--- src/rtl/gts_pkg.sv ---
// Shared types, widths and the tap-location arithmetic for the global tap scheduler.
package gts_pkg;

    localparam int N_SAMPLE         = 256;
    localparam int SAMPLE_ADDR_W    = $clog2(N_SAMPLE);
    localparam int ID_W             = 4;
    localparam int DELAY_W          = ID_W + SAMPLE_ADDR_W;
    localparam int N_OBJ_DEF        = 8;
    localparam int OBJ_ID_W         = 3;
    localparam int N_LAT_DEF        = 2;
    localparam int PREFETCH_LEN_DEF = 16;

    typedef enum logic [1:0] {IDLE, LOAD, PARSE, BCAST} state_t;

    typedef struct packed {
        logic                valid;
        logic                dirty;
        logic [DELAY_W-1:0]  eff;
        logic [OBJ_ID_W-1:0] obj_id;
    } entry_t;

    // Tap sits "delay + latency" samples behind the write head on the circular span.
    function automatic logic [DELAY_W-1:0] calc_eff(input logic [DELAY_W-1:0] delay,
                                                    input logic [DELAY_W-1:0] lat);
        return {DELAY_W{1'b0}} - delay - lat;
    endfunction

endpackage

--- src/rtl/gts_delay_table.sv ---
// Double-buffered delay table: writes land in the shadow copy, commit copies shadow to active.
module gts_delay_table
    import gts_pkg::*;
#(
    parameter int N_OBJ = N_OBJ_DEF
)(
    input  logic                clk_i,
    input  logic                rst_i,
    input  logic                wr_en_i,
    input  logic [OBJ_ID_W-1:0] wr_idx_i,
    input  logic [DELAY_W-1:0]  wr_eff_i,
    input  logic                commit_i,
    input  logic [OBJ_ID_W-1:0] rd_idx_i,
    output entry_t              rd_entry_o,
    input  logic                clr_en_i,
    input  logic [OBJ_ID_W-1:0] clr_idx_i,
    output logic                any_dirty_o
);

    localparam logic [OBJ_ID_W:0] N_OBJ_L = (OBJ_ID_W+1)'(N_OBJ);

    entry_t shadow_q [N_OBJ];
    entry_t active_q [N_OBJ];

    always_ff @(posedge clk_i or posedge rst_i) begin
        if (rst_i) begin
            for (int i = 0; i < N_OBJ; i++) begin
                shadow_q[i] <= '0;
                active_q[i] <= '0;
            end
        end else begin
            for (int i = 0; i < N_OBJ; i++) begin
                if (commit_i)
                    active_q[i] <= shadow_q[i];
                else if (clr_en_i && clr_idx_i == OBJ_ID_W'(i))
                    active_q[i].dirty <= 1'b0;

                // Dirty is mirrored in shadow so the PARSE exit sees acknowledged entries as clean.
                if (wr_en_i && wr_idx_i == OBJ_ID_W'(i))
                    shadow_q[i] <= '{valid: 1'b1, dirty: 1'b1, eff: wr_eff_i, obj_id: wr_idx_i};
                else if (clr_en_i && clr_idx_i == OBJ_ID_W'(i))
                    shadow_q[i].dirty <= 1'b0;
            end
        end
    end

    always_comb begin
        rd_entry_o = '0;
        if ({1'b0, rd_idx_i} < N_OBJ_L)
            rd_entry_o = active_q[rd_idx_i];
    end

    always_comb begin
        any_dirty_o = 1'b0;
        for (int i = 0; i < N_OBJ; i++)
            any_dirty_o = any_dirty_o | shadow_q[i].dirty;
    end

endmodule

--- src/rtl/global_tap_scheduler.sv ---
// Global tap scheduler: loads the per-object delay table and broadcasts tap/prefetch
// packets to the local controllers over a valid/ready handshake.
//
// state | meaning
// IDLE  | no table activity, writes refused
// LOAD  | boot-time full table load
// PARSE | incremental updates, committed by scenario_update
// BCAST | commit then scan table, emitting packets
module global_tap_scheduler
    import gts_pkg::*;
#(
    parameter int N_OBJ        = N_OBJ_DEF,
    parameter int N_LAT        = N_LAT_DEF,
    parameter int PREFETCH_LEN = PREFETCH_LEN_DEF
)(
    input  logic                                   CLK,
    input  logic                                   reset,
    input  logic                                   boot_up,
    input  logic                                   table_parse,
    input  logic                                   scenario_update,
    input  logic                                   cfg_valid,
    output logic                                   cfg_ready,
    input  logic [DELAY_W-1:0]                     delay_matrix_element,
    input  logic [OBJ_ID_W-1:0]                    obj_id_element,
    input  logic [((N_LAT > 1) ? $clog2(N_LAT) : 1)-1:0] lat_sel,
    input  logic [N_LAT*DELAY_W-1:0]               hardware_latency,
    output logic                                   out_valid,
    input  logic                                   out_ready,
    output logic [ID_W-1:0]                        local_controller_id,
    output logic [SAMPLE_ADDR_W+OBJ_ID_W-1:0]      tapping_loc_packet,
    output logic [SAMPLE_ADDR_W-1:0]               from_glob_prefetch_start,
    output logic [SAMPLE_ADDR_W-1:0]               from_glob_prefetch_stop,
    output logic [ID_W-1:0]                        from_glob_prefetch_dest,
    output logic                                   busy,
    output logic                                   err_flag
);

    localparam logic [OBJ_ID_W:0] N_OBJ_L = (OBJ_ID_W+1)'(N_OBJ);

    state_t                   state_q, state_d;
    logic                     full_mode_q, pending_q, commit_q, err_q;
    logic [OBJ_ID_W:0]        ptr_q;
    logic                     out_valid_q;
    logic [ID_W-1:0]          out_id_q;
    logic [SAMPLE_ADDR_W-1:0] out_addr_q, out_stop_q;
    logic [OBJ_ID_W-1:0]      out_obj_q;

    entry_t             rd_entry;
    logic               any_dirty, wr_req, obj_ok, wr_en;
    logic [DELAY_W-1:0] lat_val, wr_eff;
    logic               scan_active, slot_free, emit, beat_done, scan_done, restart, start_bcast;

    assign wr_req      = cfg_valid && cfg_ready;
    assign obj_ok      = {1'b0, obj_id_element} < N_OBJ_L;
    assign wr_en       = wr_req && obj_ok;
    assign lat_val     = hardware_latency[int'(lat_sel)*DELAY_W +: DELAY_W];
    assign wr_eff      = calc_eff(delay_matrix_element, lat_val);

    // commit_q holds off the scan for the cycle in which shadow is copied into active.
    assign scan_active = (state_q == BCAST) && !commit_q && (ptr_q != N_OBJ_L);
    assign slot_free   = !out_valid_q || out_ready;
    assign emit        = scan_active && slot_free && rd_entry.valid && (full_mode_q || rd_entry.dirty);
    assign beat_done   = out_valid_q && out_ready;
    assign scan_done   = (state_q == BCAST) && !commit_q && (ptr_q == N_OBJ_L) && slot_free;
    assign restart     = scan_done && (pending_q || scenario_update);
    assign start_bcast = ((state_q == LOAD) && !boot_up) || ((state_q == PARSE) && scenario_update);

    gts_delay_table #(.N_OBJ(N_OBJ)) u_table (
        .clk_i      (CLK),
        .rst_i      (reset),
        .wr_en_i    (wr_en),
        .wr_idx_i   (obj_id_element),
        .wr_eff_i   (wr_eff),
        .commit_i   (commit_q),
        .rd_idx_i   (ptr_q[OBJ_ID_W-1:0]),
        .rd_entry_o (rd_entry),
        .clr_en_i   (beat_done),
        .clr_idx_i  (out_obj_q),
        .any_dirty_o(any_dirty)
    );

    always_ff @(posedge CLK or posedge reset) begin
        if (reset) state_q <= IDLE;
        else       state_q <= state_d;
    end

    always_comb begin
        state_d = state_q;
        case (state_q)
            IDLE:  if (boot_up) state_d = LOAD;
                   else if (table_parse) state_d = PARSE;
            LOAD:  if (!boot_up) state_d = BCAST;
            PARSE: if (scenario_update) state_d = BCAST;
                   else if (!table_parse && !any_dirty) state_d = IDLE;
            BCAST: if (scan_done && !restart) state_d = table_parse ? PARSE : IDLE;
            default: state_d = IDLE;
        endcase
    end

    always_comb begin
        cfg_ready = (state_q == LOAD) || (state_q == PARSE);
        busy      = (state_q == BCAST) || pending_q;
    end

    always_ff @(posedge CLK or posedge reset) begin
        if (reset) begin
            full_mode_q <= 1'b0;
            pending_q   <= 1'b0;
            commit_q    <= 1'b0;
            err_q       <= 1'b0;
            ptr_q       <= '0;
            out_valid_q <= 1'b0;
            out_id_q    <= '0;
            out_addr_q  <= '0;
            out_stop_q  <= '0;
            out_obj_q   <= '0;
        end else begin
            if (wr_req && !obj_ok) err_q <= 1'b1;
            commit_q <= start_bcast || restart;

            if (start_bcast) begin
                full_mode_q <= (state_q == LOAD);
                ptr_q       <= '0;
            end else if (restart) begin
                full_mode_q <= 1'b0;
                ptr_q       <= '0;
            end else if (scan_active && slot_free) begin
                ptr_q <= ptr_q + (OBJ_ID_W+1)'(1);
            end

            if (restart)                                      pending_q <= 1'b0;
            else if ((state_q == BCAST) && scenario_update)   pending_q <= 1'b1;

            if (emit) begin
                out_valid_q <= 1'b1;
                out_id_q    <= rd_entry.eff[DELAY_W-1:SAMPLE_ADDR_W];
                out_addr_q  <= rd_entry.eff[SAMPLE_ADDR_W-1:0];
                out_stop_q  <= rd_entry.eff[SAMPLE_ADDR_W-1:0] + SAMPLE_ADDR_W'(PREFETCH_LEN-1);
                out_obj_q   <= rd_entry.obj_id;
            end else if (beat_done) begin
                out_valid_q <= 1'b0;
            end
        end
    end

    assign out_valid                = out_valid_q;
    assign local_controller_id      = out_id_q;
    assign tapping_loc_packet       = {out_addr_q, out_obj_q};
    assign from_glob_prefetch_start = out_addr_q;
    assign from_glob_prefetch_stop  = out_stop_q;
    assign from_glob_prefetch_dest  = out_id_q;
    assign err_flag                 = err_q;

endmodule

--- config.mk ---
export PLATFORM = sky130hd
export DESIGN_NAME = global_tap_scheduler
export DESIGN_NICKNAME = d
export VERILOG_FILES = /design/src/rtl/gts_pkg.sv /design/src/rtl/gts_delay_table.sv /design/src/rtl/global_tap_scheduler.sv
export SDC_FILE = /design/constraint.sdc
export NUM_CORES = 1
export LEC_CHECK = 0
export CAP_MARGIN = 0
export CORE_UTILIZATION = 62
export CTS_BUF_LIST = sky130_fd_sc_hd__clkbuf_8
export DETAILED_ROUTE_END_ITERATION = 8
export GPL_TIMING_DRIVEN = 1
export PLACE_DENSITY_LB_ADDON = 0.05
export SKIP_CTS_REPAIR_TIMING = 1
export SLEW_MARGIN = 20
export SYNTH_ARGS = -nofsm -noshare
export SYNTH_HDL_FRONTEND = slang
export SYNTH_HIERARCHICAL = 1
export SYNTH_SLANG_ARGS = --single-unit
--- constraint.sdc ---
create_clock -name CLK -period 13.15 [get_ports CLK]
set_input_delay 2.63 -clock CLK [delete_from_list [all_inputs] [get_ports CLK]]
set_output_delay 2.63 -clock CLK [all_outputs]
set_load 0.01 [all_outputs]
==> run metrics, run 1 <==
worst hold-check path type=reg2reg; Final Hold Viols=0; Relative slew margins=0.332; Mapped Nets=1000; Placer Congestion=0.740; post-synthesis adder-cell area fraction=0.0280; nets@finish=1089; area leader, netlist=dfrtp_1; Syn Area/Cell=14.8 sq um; clock latency on the worst-skew pair=550 ps; Initial Util=0.629; simple-gate area share of the yosys netlist=0.0596; slowest stage delay, CP=900 ps; drt pass-1 iters=5; startpoint types=input port; xor/xnor cell area share of the yosys netlist=0.0109; number of global-route vias before repair=8329; Max-Cap Viols=0; Final min period=5740 ps; commonest cells after routing, fill and taps aside=303 x dfrtp_1, 257 x mux2_2, 84 x clkdlybuf4s50_1; Least-Margin Pin Slew=998 ps; pwr/cell area=228 nW/um^2; # setup viols final=0; Layout Cells excl Fill=1322; Worst path top cell family by delay=buffers and inverters; Final Cycle Share=0.437; Synth top area share=0.557; Setup CP Type=in2reg; Placed Cells=1240; Tot Pwr=3.56 mW; Syn. warnings=6; Die X=151 microns; I/O pin cnt=86; commonest non-fill, non-tap cell in the layout=dfrtp_1; register area share after synthesis=0.557; Async S/R FF share, synth=1.00; Worst Path Arrival=6230 ps; clock-pin slew on the worst setup and hold paths=60 ps; CTS tree=yes; number of flops mapped to enable cells by yosys=0; htree depth=2; Die Y=151 microns; detailed-route wire length per cell=21.0 microns; gr ovfl total=0; DRT iter0 DRCs=265; area post-placement=14700 sq um; Cell Area, Synth=13700 sq um; dpl hpwl=17.5 mm; max frequency=174 MHz; DRT Wirelength=27.8 mm; Root Driver=clkbuf_8; port bufs=84; crit path launch=lat_sel; Inserted Clock Buffers=48; combined buffer and inverter count along the critical path=3; final-report max-slew violation count=0; antenna cells=0; initial antenna violation count=0; mux share of post-synthesis cell area=0.284; area grow syn2layout=13.9%; Total GRT Usage=0.259; Routed Antenna Nets=0; worst clock skew=25.4 ps; outcome=completed; CP max-delay cell=clkdlybuf4s50_1; Critical Path, Cell by Cell=clkdlybuf4s50_1 > mux2_2 > ha_1 > inv_1 > ha_1 > inv_1 > fa_1 > nand2b_1 > a211oi_1 > or3_4 > a221oi_2 > nor3b_2 > mux2_2; DR vias=7740; CP endpoint kind=flip-flop; Post-Synthesis Cells=923; Rows=54; RSZ-0062 raised after global routing=no; Area contributors post-synth=dfrtp_1 56%, mux2_2 21%, mux4_1 4.6%; first-pass GRT wire length=44.3 mm; Design Area, Final=15600 sq um; pin count of the biggest net entering global routing=141; core area=21800 sq um; worst-path maximum fanout=12; vias per cell=5.85; DIE AREA=22700 sq um; share of cells above drive strength 1=0.357; Min-Delay Startpoint=u_table/shadow_q[0]; main combinational cell family by area after synthesis=multiplexers; # clock sinks=305; Compound-Gate Fraction of Synth Area=0.0239; CTS Buffer Depth=3; peak supply drop=130 uV; worst r2r src=ptr_q[0]; commonest register cell after synthesis=dfrtp_1; worst path required time=13640 ps; Lkg Pwr=7.01 nW; Synth Register Bits=305; DRC violation count after routing=0; Distinct cells, synth=59; Hold WS=462 ps; post-route setup TNS=0 ps
-- flip-flops by register name, indices dropped and copies added, names as in the netlist --
name	count
from_glob_prefetch_start	8
from_glob_prefetch_stop	8
u_table/shadow_q	136
full_mode_q	1
from_glob_prefetch_dest	4
u_table/active_q	136
out_obj_q	3
out_valid	1
commit_q	1
state_q	2
pending_q	1
ptr_q	4
-- cell usage after synthesis, types with 13 or more instances --
cell / instances
dfrtp_1: 305
mux2_2: 257
inv_1: 34
ha_1: 29
buf_2: 25
mux4_1: 24
nand2b_1: 22
nand2_1: 21
buf_4: 18
nor2_1: 17
o21ai_0: 16
a21oi_1: 13
-- metrics by stage --
stage	util	worst slack, ps
6_report	0.717	7410
5_1_grt	0.717	7150
4_1_cts	0.715	7410
3_5_place_dp	0.673	6850
3_3_place_gp	0.673	6980
2_1_floorplan	-	3020
-- cell families (layout without fill, tap and decap cells) --
logic type / count (synthesis) / in the layout
xor gates and xnor gates: 17 / 17
adders and majority gates: 30 / 30
muxes: 305 / 305
other: 1 / 1
buffers and inverters: 92 / 211
DFF: 305 / 305
and+or+nand+nor: 124 / 124
AOI/OAI and AO/OA: 49 / 49
-- layout make-up --
type                    count  area (sq um)
repair buffers             97           971
flip-flops and latches    305          7640
fillers                  1467          6160
clock buffers              53           729
clock inverters            27           168
well taps                 280           350
multi-input cells         526          5600
inverters                  34           135
-- final timing paths --
| check | to | depth (start not counted) | slack [ps] |
|---|---|---|---|
| setup / recovery | u_table/shadow_q[133] | 13 | 7410 |
| hold / removal | u_table/shadow_q[0] | 1 | 460 |
| hold reg to reg | u_table/shadow_q[0] | 1 | 460 |
| min in group asynchronous | out_obj_q[0] | 3 | 2680 |
| setup reg to reg | from_glob_prefetch_stop[4] | 8 | 9860 |
| max in group asynchronous | u_table/active_q[44] | 3 | 9130 |
-- layer usage --
metal  global-route usage  wire length [microns]  vias to the layer above
li1                     -                      -                     3485
met1                0.334                  11800                     4068
met2                0.448                  14400                      132
met3               0.0370                    809                       55
met4               0.0920                    753                        0
met5                    0                      0                        -
-- report_power, final --
group	total, mW	internal (mW)	switching (mW)
registers	1.59	1.34	0.243
logic	1.22	0.717	0.503
clock network	0.751	0.406	0.345
total	3.56	2.47	1.09
(Power assumes the default switching activity.)
==> run 2: changes to the inputs <==
==> constraint.sdc (replaced) <==
create_clock -name CLK -period 5.35 [get_ports CLK]
set_input_delay 1.07 -clock CLK [delete_from_list [all_inputs] [get_ports CLK]]
set_output_delay 1.07 -clock CLK [all_outputs]
set_load 0.01 [all_outputs]
==> run 2 against run 1 <==
Effect of this change: die area is the same; largest cell class unchanged; critical path depth grew 1; flip-flop and latch count is the same; worst hold slack gained 3.2 ps; core utilization grew 0.057 points; critical endpoint is now u_table/shadow_q[44]; register-to-register slack lost 7700 ps; setup slack lost 6000 ps.
==> run metrics, run 2 (synthesized netlist as in run 1, its figures left out) <==
peak supply drop=296 uV (was 130 uV); worst clock skew=21.4 ps (was 25.4 ps); Final Hold Viols=0 (unchanged); dpl hpwl=18.0 mm (was 17.5 mm); slowest stage delay, CP=470 ps (was 900 ps); DR vias=7766 (was 7740); gr ovfl total=0 (unchanged); Final Cycle Share=0.741; worst r2r src=ptr_q[0] (unchanged); worst reg2reg path endpoint=from_glob_prefetch_stop[4] (unchanged); detailed-route wire length per cell=21.1 microns (was 21.0 microns); Least-Margin Pin Slew=1100 ps (was 998 ps); Setup CP Type=in2reg (unchanged); htree depth=2 (unchanged); commonest cells after routing, fill and taps aside=303 x dfrtp_1, 257 x mux2_2, 84 x clkdlybuf4s50_1 (unchanged); DRT iter0 DRCs=287 (was 265); outcome=completed (unchanged); Placer Congestion=0.776 (was 0.740); share of cells above drive strength 1=0.359 (was 0.357); Critical Path End=u_table/shadow_q[44] (was u_table/shadow_q[133]); pin count of the biggest net entering global routing=161 (was 141); initial antenna violation count=0 (unchanged); Inserted Clock Buffers=48 (unchanged); worst hold-check path type=reg2reg (unchanged); RSZ-0062 raised after global routing=no (unchanged); largest registers=u_table/active_q x136, u_table/shadow_q x136 (unchanged); Relative slew margins=0.267 (was 0.332); worst-path maximum fanout=12 (unchanged); CTS tree=yes (unchanged); Final min period=3960 ps; DRT Wirelength=28.1 mm (was 27.8 mm); first-pass GRT wire length=45.1 mm (was 44.3 mm); # clock sinks=305 (unchanged); Critical Path, Cell by Cell=clkdlybuf4s50_1 > buf_4 > mux2_2 > ha_1 > inv_1 > ha_1 > inv_1 > fa_1 > nand2b_1 > a21oi_1 > a21o_2 > a21oi_1 > xnor2_1 > mux2_2 (was clkdlybuf4s50_1 > mux2_2 > ha_1 > inv_1 > ha_1 > inv_1 > fa_1 > nand2b_1 > a211oi_1 > or3_4 > a221oi_2 > nor3b_2 > mux2_2); Root Driver=clkbuf_8 (unchanged); filler cell count=1406 (was 1467); R2R Setup Slk=2140 ps (was 9860 ps); Die Y=151 microns (unchanged); Lkg Pwr=7.02 nW (was 7.01 nW); Placed Cells=1244 (was 1240); pwr/cell area=559 nW/um^2 (was 228 nW/um^2); DIE AREA=22700 sq um (unchanged); Worst Path Arrival=4440 ps (was 6230 ps); Initial Util=0.629 (unchanged); startpoint types=input port (unchanged); Die X=151 microns (unchanged); crit path launch=lat_sel (unchanged); Layout Cells excl Fill=1327 (was 1322); port bufs=84 (unchanged); post-route setup TNS=0 ps (unchanged); area grow syn2layout=14.0% (was 13.9%); CTS Buffer Depth=3 (unchanged); final-report max-slew violation count=0 (unchanged); I/O pin cnt=86 (unchanged); clock-pin slew on the worst setup and hold paths=60 ps (about the same); nets@finish=1091 (was 1089); max frequency=252 MHz; core area=21800 sq um (unchanged); Max-Cap Viols=0 (unchanged); CP endpoint kind=flip-flop (unchanged); Total GRT Usage=0.265 (was 0.259); DRC violation count after routing=0 (unchanged); CP max-delay cell=xnor2_1 (was clkdlybuf4s50_1); cells on worst reg2reg path=7 (was 8); Routed Antenna Nets=0 (unchanged); worst path required time=5830 ps (was 13640 ps); Rows=54 (unchanged); commonest non-fill, non-tap cell in the layout=dfrtp_1 (unchanged); # setup viols final=0 (unchanged); clock latency on the worst-skew pair=560 ps (was 550 ps); vias per cell=5.85 (about the same); drt pass-1 iters=4 (was 5); antenna cells=0 (unchanged); number of global-route vias before repair=8481 (was 8329)
[run 2: cell count changes in the layout (fill, tap and decap cells not counted), sizes merged]
cell,delta
clkbuf,+5
buf,+2
bufinv,-2
clkinv,-1
inv,+1
[run 2: area by class of cell]
type	count	area [sq um]	area share
clock buffer	58	798	0.0511
clock inverter	25	108	0.00689
inverter	34	131	0.00842
multi-input combinational	526	5600	0.359
sequential	305	7640	0.489
tap	280	350	0.0224
timing repair buffer	99	978	0.0627
[run 2: stage by stage]
step | worst slack [ps] | cell area [sq um] | hold WS (ps) | power [mW] | util
global route | 1120 | 15600 | 489 | 9.26 | 0.717
CTS | 1440 | 15600 | 464 | 8.82 | 0.717
global placement | 997 | 14700 | 443 | 6.72 | 0.676
finish | 1390 | 15600 | 465 | 8.73 | 0.717
detailed placement | 871 | 14700 | 447 | 6.96 | 0.676
floorplan | 685 | 13700 | 428 | 6.02 | -
[run 2: metal layers]
metal,part of all wire,global-route usage,up-vias
li1,-,-,3504
met1,0.43,0.340,4095
met2,0.52,0.467,121
met3,0.029,0.0364,46
met4,0.019,0.0780,0
met5,0,0,-
[run 2: critical path: cells and delay by family]
family | cells | cell delay (ps)
mux | 2 | 630
compound gates | 3 | 460
simple gates | 1 | 180
xor+xnor | 1 | 470
fa+ha+maj | 3 | 830
buf+inv | 4 | 790
[run 2: how the worst min path moves through the flow]
stage                            end  cells past startpoint             startpoint  slack, ps
2_1_floorplan    u_table/shadow_q[0]                      1    u_table/shadow_q[0]        430
3_3_place_gp    u_table/shadow_q[68]                      1   u_table/shadow_q[68]        440
3_5_place_dp    u_table/shadow_q[19]                      1   u_table/shadow_q[19]        450
4_1_cts        u_table/shadow_q[135]                      1  u_table/shadow_q[135]        460
5_1_grt         u_table/shadow_q[16]                      1   u_table/shadow_q[16]        490
6_report        u_table/shadow_q[19]                      1   u_table/shadow_q[19]        460
[run 2: report_power, final]
part	leakage [nW]	switching, mW	internal (mW)
Sequential	3.69	0.681	3.30
Clock	0.539	0.851	0.976
Combinational	2.79	1.17	1.76
